### src/rtl/byte_word_packer.sv
// -----------------------------------------------------------------------------
// byte_word_packer
//   Packs a byte stream into 32-bit words. Both sides use a valid/ready
//   handshake. The word output is a single register, and a flush request
//   sends out a partially filled word.
//
//   Parameter
//     LSB_FIRST   1: the first byte of a word lands in word_out[7:0]
//                 0: the first byte of a word lands in word_out[31:24]
//
//   Optional build macro
//     NIBBLE_SWAP_EN  When defined, each accepted byte is stored with its
//                     two nibbles exchanged. This adds no latency.
//
//   Ports
//     clk         in   rising-edge clock
//     rst_n       in   synchronous reset, active-low
//     byte_in     in   [7:0] input byte
//     byte_valid  in   byte_in is valid
//     byte_ready  out  the packer accepts byte_in this cycle
//     flush       in   one-cycle pulse that sends out the current partial word
//     word_out    out  [31:0] assembled word
//     word_bytes  out  [2:0] number of valid bytes in word_out (1..4)
//     word_valid  out  word_out and word_bytes are valid
//     word_ready  in   the consumer accepts word_out this cycle
// -----------------------------------------------------------------------------
module byte_word_packer #(
    parameter int unsigned LSB_FIRST = 1
) (
    input  logic        clk,
    input  logic        rst_n,
    input  logic [7:0]  byte_in,
    input  logic        byte_valid,
    output logic        byte_ready,
    input  logic        flush,
    output logic [31:0] word_out,
    output logic [2:0]  word_bytes,
    output logic        word_valid,
    input  logic        word_ready
);

    logic [1:0]  cnt_q, cnt_d;
    logic [31:0] acc_q, acc_d;
    logic [31:0] word_q, word_d;
    logic [2:0]  bytes_q, bytes_d;
    logic        valid_q, valid_d;
    logic        pend_q, pend_d;

    logic [7:0]  byte_st;
    logic [1:0]  lane_sel;
    logic [31:0] acc_with;
    logic [2:0]  cnt_with;
    logic        out_free;
    logic        byte_fire;
    logic        word_full;
    logic        flush_req;
    logic        load;

`ifdef NIBBLE_SWAP_EN
    assign byte_st = {byte_in[3:0], byte_in[7:4]};
`else
    assign byte_st = byte_in;
`endif

    // The output register can take a new word when it is empty or when it
    // is being drained in this cycle.
    assign out_free = !valid_q || word_ready;

    // Stall only on a 4th byte that has nowhere to go, or while a flush waits
    // for the output register. rst_n is included so that byte_ready is low
    // during the reset cycle itself.
    assign byte_ready = rst_n && !pend_q
                        && !(cnt_q == 2'd3 && valid_q && !word_ready);
    assign byte_fire  = byte_valid && byte_ready;

    assign lane_sel = (LSB_FIRST != 0) ? cnt_q : (2'd3 - cnt_q);

    // Accumulator view that already includes this cycle's byte, so a
    // completing byte or a coincident flush is loaded with no extra cycle.
    generate
        for (genvar gi = 0; gi < 4; gi++) begin : g_lane
            assign acc_with[8*gi +: 8] = (byte_fire && lane_sel == 2'(gi))
                                         ? byte_st : acc_q[8*gi +: 8];
        end
    endgenerate

    assign cnt_with  = {1'b0, cnt_q} + {2'b00, byte_fire};
    assign word_full = (cnt_with == 3'd4);

    // A full word takes precedence, so a flush that arrives with the 4th byte
    // has no further effect. An empty accumulator is never flushed.
    assign flush_req = (flush || pend_q) && !word_full && (cnt_with != 3'd0);

    // word_full implies out_free, because byte_ready blocks a 4th byte
    // when the output register is held.
    assign load = word_full || (flush_req && out_free);

    always_comb begin
        cnt_d   = load ? 2'd0 : cnt_with[1:0];
        acc_d   = load ? 32'd0 : acc_with;
        word_d  = load ? acc_with : word_q;
        bytes_d = load ? cnt_with : bytes_q;
        valid_d = load || (valid_q && !word_ready);
        pend_d  = flush_req && !out_free;
    end

    always_ff @(posedge clk) begin
        if (!rst_n) begin
            cnt_q   <= 2'd0;
            acc_q   <= 32'd0;
            word_q  <= 32'd0;
            bytes_q <= 3'd0;
            valid_q <= 1'b0;
            pend_q  <= 1'b0;
        end else begin
            cnt_q   <= cnt_d;
            acc_q   <= acc_d;
            word_q  <= word_d;
            bytes_q <= bytes_d;
            valid_q <= valid_d;
            pend_q  <= pend_d;
        end
    end

    assign word_out   = word_q;
    assign word_bytes = bytes_q;
    assign word_valid = valid_q;

endmodule

### config.mk
export PLATFORM = sky130hd
export DESIGN_NAME = byte_word_packer
export DESIGN_NICKNAME = d
export VERILOG_FILES = /design/src/rtl/byte_word_packer.sv
export SDC_FILE = /design/constraint.sdc
export NUM_CORES = 1
export LEC_CHECK = 0
export ABC_AREA = 0
export ABC_CLOCK_PERIOD_IN_PS = 3000
export CORE_MARGIN = 5
export CORE_UTILIZATION = 40
export DETAILED_ROUTE_END_ITERATION = 8
export HOLD_SLACK_MARGIN = 0.06
export PLACE_DENSITY = 0.69
export SETUP_SLACK_MARGIN = 0.4
export SYNTH_ARGS = -nofsm -noshare
export SYNTH_HDL_FRONTEND = slang
export SYNTH_SLANG_ARGS = --single-unit
export TNS_END_PERCENT = 50
### constraint.sdc
create_clock -name clk -period 3 [get_ports clk]
set_input_delay 0.6 -clock clk [delete_from_list [all_inputs] [get_ports clk]]
set_output_delay 0.6 -clock clk [all_outputs]
set_load 0.02 [all_outputs]
After elaboration in Yosys (flattened, before gate mapping)
Index checks and enable logic that the tools add are counted.
Widths: inputs -> output; s select.
{"block": "totals", "input_bits": 13, "mem_count": 0, "latch_bits": 0, "romBits": 0, "ramBits": 0, "register_bits": 71, "word_cells": 43}
{"block": "classes", "n_lt_le_gt_ge": 0, "n_shift": 0, "n_reduce_logical": 27, "n_bitwise": 1, "div_mod_pow": 0, "n_eq_ne": 4, "multipliers": 0, "n_mux": 4, "addsub": 1}
{"cell": "$mux 8", "count": 4}
{"cell": "$logic_and 1x1->1", "count": 14}
{"cell": "$logic_not 1->1", "count": 6}
{"cell": "$eq 2x2->1 const B", "count": 2}
{"cell": "$logic_or 1x1->1", "count": 4}
{"cell": "$add 2x1->3", "count": 1}
{"cell": "$eq 3x3->1 const B", "count": 1}
{"cell": "$reduce_bool 3->1", "count": 1}
{"cell": "$eq 2x1->1 const B", "count": 1}
{"cell": "$logic_not 2->1", "count": 1}
{"cell": "$reduce_or 2->1", "count": 1}
{"cell": "$not 1->1", "count": 1}

Longest topological paths before layout
Gate-level depths: netlist of the first run.
{"block": "depth", "word_depth": 14, "mapped_depth": 12, "mapped_depth_nobuf": 9}

Worst setup path after synthesis of the first run
No wires, ideal clock.
{"block": "synth_path", "kind": "input-to-reg", "from": "input word_ready", "to": "register acc_q[10]", "stages": 11, "setup_slack_ns": 0.109, "path_buffers": 2, "arrival_time_ns": 2.826, "setup_time_ns": 0.065, "cell_sequence": "and2b_1 -> a31oi_1 -> and2_1 -> ha_1 -> ha_1 -> o22ai_1 -> o22ai_1 -> or2_1 -> buf_2 -> buf_2 -> nor2_1"}
{"block": "synth_between", "elab_chain_len": 13, "elab_cells_between_ends": 17, "cone_classes": "add/sub (1); eq/ne (1); mux (1); reduce/logical (14)"}
{"element": "from (decl)", "line_no": "39", "source": "input logic word_ready"}
{"element": "$logic_not 1->1 *", "line_no": "73", "source": "&& !(cnt_q == 2'd3 && valid_q && !word_ready);"}
{"element": "$logic_and 1x1->1 *", "line_no": "73"}
{"element": "$logic_not 1->1 *", "line_no": "73"}
{"element": "$logic_and 1x1->1 *", "line_no": "73"}
{"element": "named net byte_ready", "line_no": "34", "source": "output logic byte_ready,"}
{"element": "$logic_and 1x1->1 *", "line_no": "74", "source": "assign byte_fire = byte_valid && byte_ready;"}
{"element": "$add 2x1->3 *", "line_no": "87", "source": "assign cnt_with = {1'b0, cnt_q} + {2'b00, byte_fire};"}
{"element": "named net cnt_with[1]", "line_no": "52", "source": "logic [2:0] cnt_with;"}
{"element": "$eq 3x3->1", "line_no": "88", "source": "assign word_full = (cnt_with == 3'd4);"}
{"element": "$logic_not 1->1", "line_no": "92", "source": "assign flush_req = (flush || pend_q) && !word_full && (cnt_with != 3'd0);"}
{"element": "$logic_and 1x1->1 (2 in series)", "line_no": "92"}
{"element": "$logic_and 1x1->1", "line_no": "96", "source": "assign load = word_full || (flush_req && out_free);"}
{"element": "$logic_or 1x1->1 *", "line_no": "96"}
{"element": "$reduce_or 2->1 (no line) *"}
{"element": "to (signal assigned)", "line_no": "110", "source": "acc_q <= 32'd0;"}
{"element": "to (signal assigned)", "line_no": "117", "source": "acc_q <= acc_d;"}
{"element": "to (decl)", "line_no": "43", "source": "logic [31:0] acc_q, acc_d;"}
The timed path passes the listed nets; every way through them passes the cells marked *.
A chain may end at the register's enable or synchronous reset.

Worst setup path in the final report of the first run
{"block": "layout_path", "from": "input word_ready", "to": "register bytes_q[2], in the netlist word_bytes[2]"}
{"block": "layout_between", "elab_chain_len": 12, "elab_cells_between_ends": 14, "cone_classes": "add/sub (1); eq/ne (1); reduce/logical (12)"}
{"element": "$logic_not 1->1 *", "line_no": "73"}
{"element": "$logic_and 1x1->1 *", "line_no": "73"}
{"element": "$logic_not 1->1 *", "line_no": "73"}
{"element": "$logic_and 1x1->1 *", "line_no": "73"}
{"element": "$logic_and 1x1->1 *", "line_no": "74"}
{"element": "$add 2x1->3 *", "line_no": "87"}
{"element": "named net cnt_with[1]", "line_no": "52"}
{"element": "$eq 3x3->1", "line_no": "88"}
{"element": "$logic_not 1->1", "line_no": "92"}
{"element": "$logic_and 1x1->1 (2 in series)", "line_no": "92"}
{"element": "$logic_and 1x1->1", "line_no": "96"}
{"element": "$logic_or 1x1->1 *", "line_no": "96"}
{"element": "to (signal assigned)", "line_no": "119", "source": "bytes_q <= bytes_d;"}
{"element": "to (decl)", "line_no": "45", "source": "logic [2:0] bytes_q, bytes_d;"}
Marked as above.

==> flow_summary.ini, run 1 <==
[route]
firstDrtPassIters = 4
drt_iter0_drc = 66
wirelength_mm = 5.14
num_vias = 1711
route.detailed.drc = 0
drtAntennaViolNets = 0
avgViaCountPerCell = 4.89
wl_per_cell_um = 14.7

[clock_network]
clock-sinks = 71
cts_buffers = 9
cts_root_buf = clkbuf_8
tritoncts = built
clockBufferDepth = 2
htree_levels = 3
clkLatencyLatePin_ns = 0.33
clk_pin_slew_ns = 0.07
holdBufCountCts = 0

[finish]
fin_nets = 287
drive_above_1_share = 0.145
syn_to_final_growth_pct = 34.9
final_util = 0.556
n_fill_cell = 540
fin_cells = 350
antenna_cells = 0
fin_area_um2 = 3310

[floorplan]
core_region_area_um2 = 5960
row_count = 28
start_util = 0.412
die_x_um = 88.4
fp.dieH_um = 88.4
io_pins = 50
die_area_um2 = 7810

[global_route]
grt-ovfl-total = 0
grt_pass1_wl_mm = 8.40
antenna_found_initial = 0
track_usage = 0.141
grt_pass1_vias = 1719
grt_max_degree = 24

[worst_setup_path]
startpoint = word_ready
worstPathRequired_ns = 3.26
r2r_end = word_bytes[2]
start_kind = primary input
ff2ff_path_depth = 9
critPathKind = in2reg
reg2reg_slack_ns = 0.81
path_max_fanout = 23
worst_setup_path_endpoint = word_bytes[2]
r2r_start = cnt_q[1]
arrival_ns = 2.81
end_kind = flop

[sta]
finClkSkew_ns = 0.00764
setup-violations-final = 0
final-hold-violation-count = 0
slew_violations = 0
setup-tns-final_ns = 0
fmax_mhz = 394
slew_headroom = 0.641
rsz0062_at_grt = true
period_needed_ns = 2.54
final.period_utilization = 0.847
worst_slew_pin_slew_ns = 0.536

[place]
dp_hpwl_mm = 3.59
post_dp_cell_area_um2 = 3110
dpl.cell_count = 335
gp_congestion = 0.756
io_buffers = 49

[min_path]
worst_hold_path_type = reg2reg

[yosys]
synthAdderAreaFrac = 0.0102
synth_top_area_share = 0.579
yosysSeqAreaShare = 0.579
synth_top_family_by_area = compound AO/OA/AOI/OAI gates
yosysTopAreaCell = dfxtp_1
synth-compound-area-share = 0.134
synth-seq-cells = 71
synth_xor_area_frac = 0
ys_async_sr_fraction = 0
synth_most_common_cell = dfxtp_1
synth_common_cells = dfxtp_1 (71), nor2_1 (37), mux2i_1 (32), o2bb2ai_1 (32), buf_2 (8)
yosysWarnings = 0
yosys-top-cells-area = dfxtp_1 (58%), mux2i_1 (13%), o2bb2ai_1 (11%), nor2_1 (5.7%), buf_2 (1.6%)
syn_inst = 215
synth-simple-area-share = 0.112
synthFlopType = dfxtp_1
synth_mux_area_frac = 0.130
syn-mean-instance-area_um2 = 11.4
synth_edf_count = 0
netlist_area_um2 = 2460
synth_cell_types = 28
syn_nets = 230

[flow_run]
drv_cap = 0

[power]
ir_drop_uv = 382
p_per_area_nw_per_um2 = 546
p_leak_nw = 1.17

[run_status]
status = finished, final reports clean
-- critical path, cell delays in order --
cell	delay [ns]
clkdlybuf4s50_1	0.44
and2b_2	0.24
a31oi_4	0.13
and2_1	0.15
ha_2	0.18
ha_4	0.21
o22ai_4	0.20
o22ai_4	0.11
or2_4	0.25
buf_12	0.16
o21ai_0	0.13
-- cells in the final DEF (no fill, tap or decap), types with 2 or more instances in the layout --
master,synthesis,layout
nor3_4,2,2
nor2_1,37,35
nor2_2,0,2
clkbuf_8,0,11
o22ai_4,0,2
buf_12,0,2
a21oi_1,2,2
o2bb2ai_1,32,31
o21ai_0,2,2
buf_4,0,7
clkdlybuf4s50_1,0,48
clkbuf_1,2,2
mux2i_1,32,32
inv_1,3,3
nand2_1,4,4
nand2b_4,1,2
dfxtp_1,71,71
-- metal layers --
| layer | GRT usage | part of all wire | vias up |
|---|---|---|---|
| met1 | 0.183 | 0.47 | 790 |
| met2 | 0.212 | 0.46 | 44 |
| li1 | - | - | 871 |
| met5 | 0 | 0 | - |
| met4 | 0.0495 | 0.0074 | 0 |
| met3 | 0.0559 | 0.062 | 6 |
-- how the worst min path moves through the flow --
stage            startpoint           end  slack [ns]  depth (start not counted)
6_report        word_out[4]   word_out[4]        0.46                          1
5_1_grt         word_out[4]   word_out[4]        0.49                          1
4_1_cts         word_out[4]   word_out[4]        0.47                          1
3_5_place_dp   word_out[22]  word_out[22]        0.45                          1
3_3_place_gp    word_out[4]   word_out[4]        0.45                          1
2_1_floorplan     acc_q[31]     acc_q[31]        0.46                          2
-- flip-flops by register name, indices dropped and copies added (netlist names) --
signal	count
acc_q	32
cnt_q	2
pend_q	1
word_bytes	3
word_out	32
word_valid	1
-- where the power goes --
part	switching, mW	internal, mW	total [mW]
Clock	0.314	0.336	0.649
Sequential	0.00974	0.961	0.971
Combinational	0.103	0.0851	0.188
Total	0.426	1.38	1.81
-- repair_timing --
action,in CTS,in global routing
buffers inserted,0,1
resized for setup,1,7
setup endpoints to repair,1,64
endpoints found under the hold margin,0,0
pin swaps,0,1
gates cloned,0,0
-- kinds of logic (layout without fill, tap and decap cells) --
| kind of cell | Yosys count | count (layout) |
|---|---|---|
| AO/OA/AOI/OAI | 40 | 40 |
| flip-flops | 71 | 71 |
| buffers and inverters | 16 | 76 |
| AND/OR/NAND/NOR | 54 | 54 |
| adder cells (fa/ha/maj) | 2 | 2 |
| multiplexers | 32 | 32 |
-- area by class of cell --
cell class | instances | area, um^2 | area share
clock buffer | 13 | 159 | 0.0480
clock inverter | 1 | 5.00 | 0.00151
inverter | 3 | 11.3 | 0.00340
multi-input combinational | 128 | 1030 | 0.311
sequential | 71 | 1420 | 0.429
tap | 75 | 93.8 | 0.0283
timing repair buffer | 59 | 593 | 0.179
-- metrics by stage --
| step | power [mW] | setup slack, ns | hold slack [ns] |
|---|---|---|---|
| floorplan | 1.10 | 0.404 | 0.456 |
| global placement | 1.17 | 0.0993 | 0.448 |
| detailed placement | 1.17 | 0.0470 | 0.446 |
| CTS | 1.82 | 0.407 | 0.467 |
| global route | 1.88 | 0.368 | 0.487 |
| finish | 1.81 | 0.459 | 0.464 |
(Power assumes the default switching activity.)
==> run 2: changes to the inputs <==
--- a/config.mk
+++ b/config.mk
@@ -6,12 +6,12 @@
 export NUM_CORES = 1
 export LEC_CHECK = 0
 export ABC_AREA = 0
-export ABC_CLOCK_PERIOD_IN_PS = 3000
+export ABC_CLOCK_PERIOD_IN_PS = 2280
 export CORE_MARGIN = 5
 export CORE_UTILIZATION = 40
 export DETAILED_ROUTE_END_ITERATION = 8
 export HOLD_SLACK_MARGIN = 0.06
-export PLACE_DENSITY = 0.69
+export PLACE_DENSITY = 0.71
 export SETUP_SLACK_MARGIN = 0.4
 export SYNTH_ARGS = -nofsm -noshare
 export SYNTH_HDL_FRONTEND = slang
==> constraint.sdc (replaced) <==
create_clock -name clk -period 2.28 [get_ports clk]
set_input_delay 0.456 -clock clk [delete_from_list [all_inputs] [get_ports clk]]
set_output_delay 0.456 -clock clk [all_outputs]
set_load 0.02 [all_outputs]
==> run 2 against run 1 <==
Against the previous run: register-to-register slack worse by 0.80 ns; clock skew rose by 0.0035 ns; power increased by 41%; largest power group unchanged; via count is 10% higher; core utilization rose by 9.3 points; critical endpoint is now word_out[13]; routed wire length rose by 27%; combinational power rose by 120%; highest routed layer unchanged; critical path depth is 2 higher; clock power increased by 31%.
==> flow_summary.ini, run 2 (synthesis gave the netlist of run 1 again) <==
[sta]
period_needed_ns = 2.27
rsz0062_at_grt = true
setup-violations-final = 0
final.period_utilization = 0.996
slew_headroom = 0.716
slew_violations = 0
final-hold-violation-count = 0
fin_worst_hold_slack_ns = 0.469
setup-tns-final_ns = 0
fmax_mhz = 440
worst_slew_pin_slew_ns = 0.414
finClkSkew_ns = 0.0112

[finish]
syn_to_final_growth_pct = 57.5
final_util = 0.650
fin_nets = 309
final_common_cell = dfxtp_1
fin_area_um2 = 3870
final_cell_mix = dfxtp_1 (68), clkdlybuf4s50_1 (46), mux2i_1 (32)
drive_above_1_share = 0.346
antenna_cells = 0

[route]
drtAntennaViolNets = 0
firstDrtPassIters = 4
route.detailed.drc = 0
wl_per_cell_um = 17.6
wirelength_mm = 6.55
num_vias = 1884
avgViaCountPerCell = 5.05
drt_iter0_drc = 122

[place]
post_dp_cell_area_um2 = 3210
dp_hpwl_mm = 3.85
io_buffers = 49
gp_congestion = 0.735

[clock_network]
tritoncts = built
clk_pin_slew_ns = 0.07
clock-sinks = 71
cts_root_buf = clkbuf_8
cts_buffers = 9
holdBufCountCts = 0
clkLatencyLatePin_ns = 0.33
htree_levels = 3
clockBufferDepth = 2

[floorplan]
io_pins = 50
fp.dieH_um = 88.4
die_x_um = 88.4
core_region_area_um2 = 5960
start_util = 0.412
row_count = 28
die_area_um2 = 7810

[worst_setup_path]
start_kind = flop
worstPathRequired_ns = 2.54
path_max_fanout = 8
worstPathCellList = and2b_2 > a31oi_4 > and2_4 > ha_4 > ha_4 > o22ai_4 > o22ai_4 > buf_6 > nor2_4 > buf_6 > buf_12 > buf_16 > o2bb2ai_4
critPathMaxStageDelay_ns = 0.32
end_kind = flop
critPathKind = reg2reg
arrival_ns = 2.53
cp_slowest_cell = dfxtp_2

[global_route]
grt-ovfl-total = 0
grt_pass1_wl_mm = 10.5
grt_pass1_vias = 1999
track_usage = 0.177
antenna_found_initial = 0
grt_max_degree = 22

[run_status]
status = finished, final reports clean

[power]
p_per_area_nw_per_um2 = 657
ir_drop_uv = 632
p_leak_nw = 1.37

[min_path]
worst_hold_path_type = reg2reg

[flow_run]
drv_cap = 0
-- run 2: cell count changes in the layout (fill, tap and decap cells not counted), moves of 6 or more --
cell / change
buf_4: +7
o2bb2ai_2: +6
nor2_1: -27
nor2_4: +12
nor2_2: +15
o2bb2ai_1: -7
-- run 2: stage by stage --
stage	std cells	setup WS (ns)	power (mW)
CTS	369	0.0200	2.49
global placement	344	-0.466	1.56
finish	373	0.00923	2.54
global route	373	-0.0923	2.65
floorplan	215	-0.145	1.45
detailed placement	344	-0.535	1.56
-- run 2: final cells by class --
class,count,area (um^2)
Inverter,3,11.3
Sequential cell,71,1430
Tap cell,75,93.8
Fill cell,471,2090
Multi-Input combinational cell,128,1230
Clock buffer,11,141
Timing Repair Buffer,81,948
Clock inverter,4,22.5
-- run 2: report_power, final --
part,internal (mW),total (mW),switching [mW]
sequential,1.26,1.28,0.0144
clock,0.413,0.850,0.437
combinational,0.211,0.411,0.200
-- run 2: worst paths after layout --
check | from | to | slack, ns | cells past startpoint
max | word_valid | word_out[13] | 0.009 | 13
min | word_out[22] | word_out[22] | 0.47 | 1
max reg2reg | word_valid | word_out[13] | 0.009 | 13
min reg2reg | word_out[22] | word_out[22] | 0.47 | 1
-- run 2: repair_timing --
action	CTS	global route
endpoints found under the hold margin	0	0
cloned	4	2
pin swaps	10	16
setup buffers	6	2
resized for setup	29	48
setup endpoints to repair	72	71
-- run 2: metal layers --
layer	routed length, um	GRT usage	up-vias	share of wire
met1	3010	0.230	904	0.46
met3	220	0.0345	8	0.034
met5	0	0	-	0
li1	-	-	930	-
met2	3230	0.291	42	0.49
met4	90	0.0673	0	0.014
-- run 2: critical path, delay by kind of cell, from the launching register on --
kind | cells | cell delay [ns]
compound gates | 4 | 0.57
fa+ha+maj | 2 | 0.32
buf+inv | 4 | 0.50
flops | 1 | 0.32
simple gates | 3 | 0.50
==> run 3: changes to the inputs <==
--- a/config.mk
+++ b/config.mk
@@ -9,6 +9,7 @@
 export ABC_CLOCK_PERIOD_IN_PS = 2280
 export CORE_MARGIN = 5
 export CORE_UTILIZATION = 40
+export CTS_CLUSTER_DIAMETER = 200
 export DETAILED_ROUTE_END_ITERATION = 8
 export HOLD_SLACK_MARGIN = 0.06
 export PLACE_DENSITY = 0.71
==> results of run 3 <==
Same layout as run 2: the final DEF is identical, and so are final timing and power.
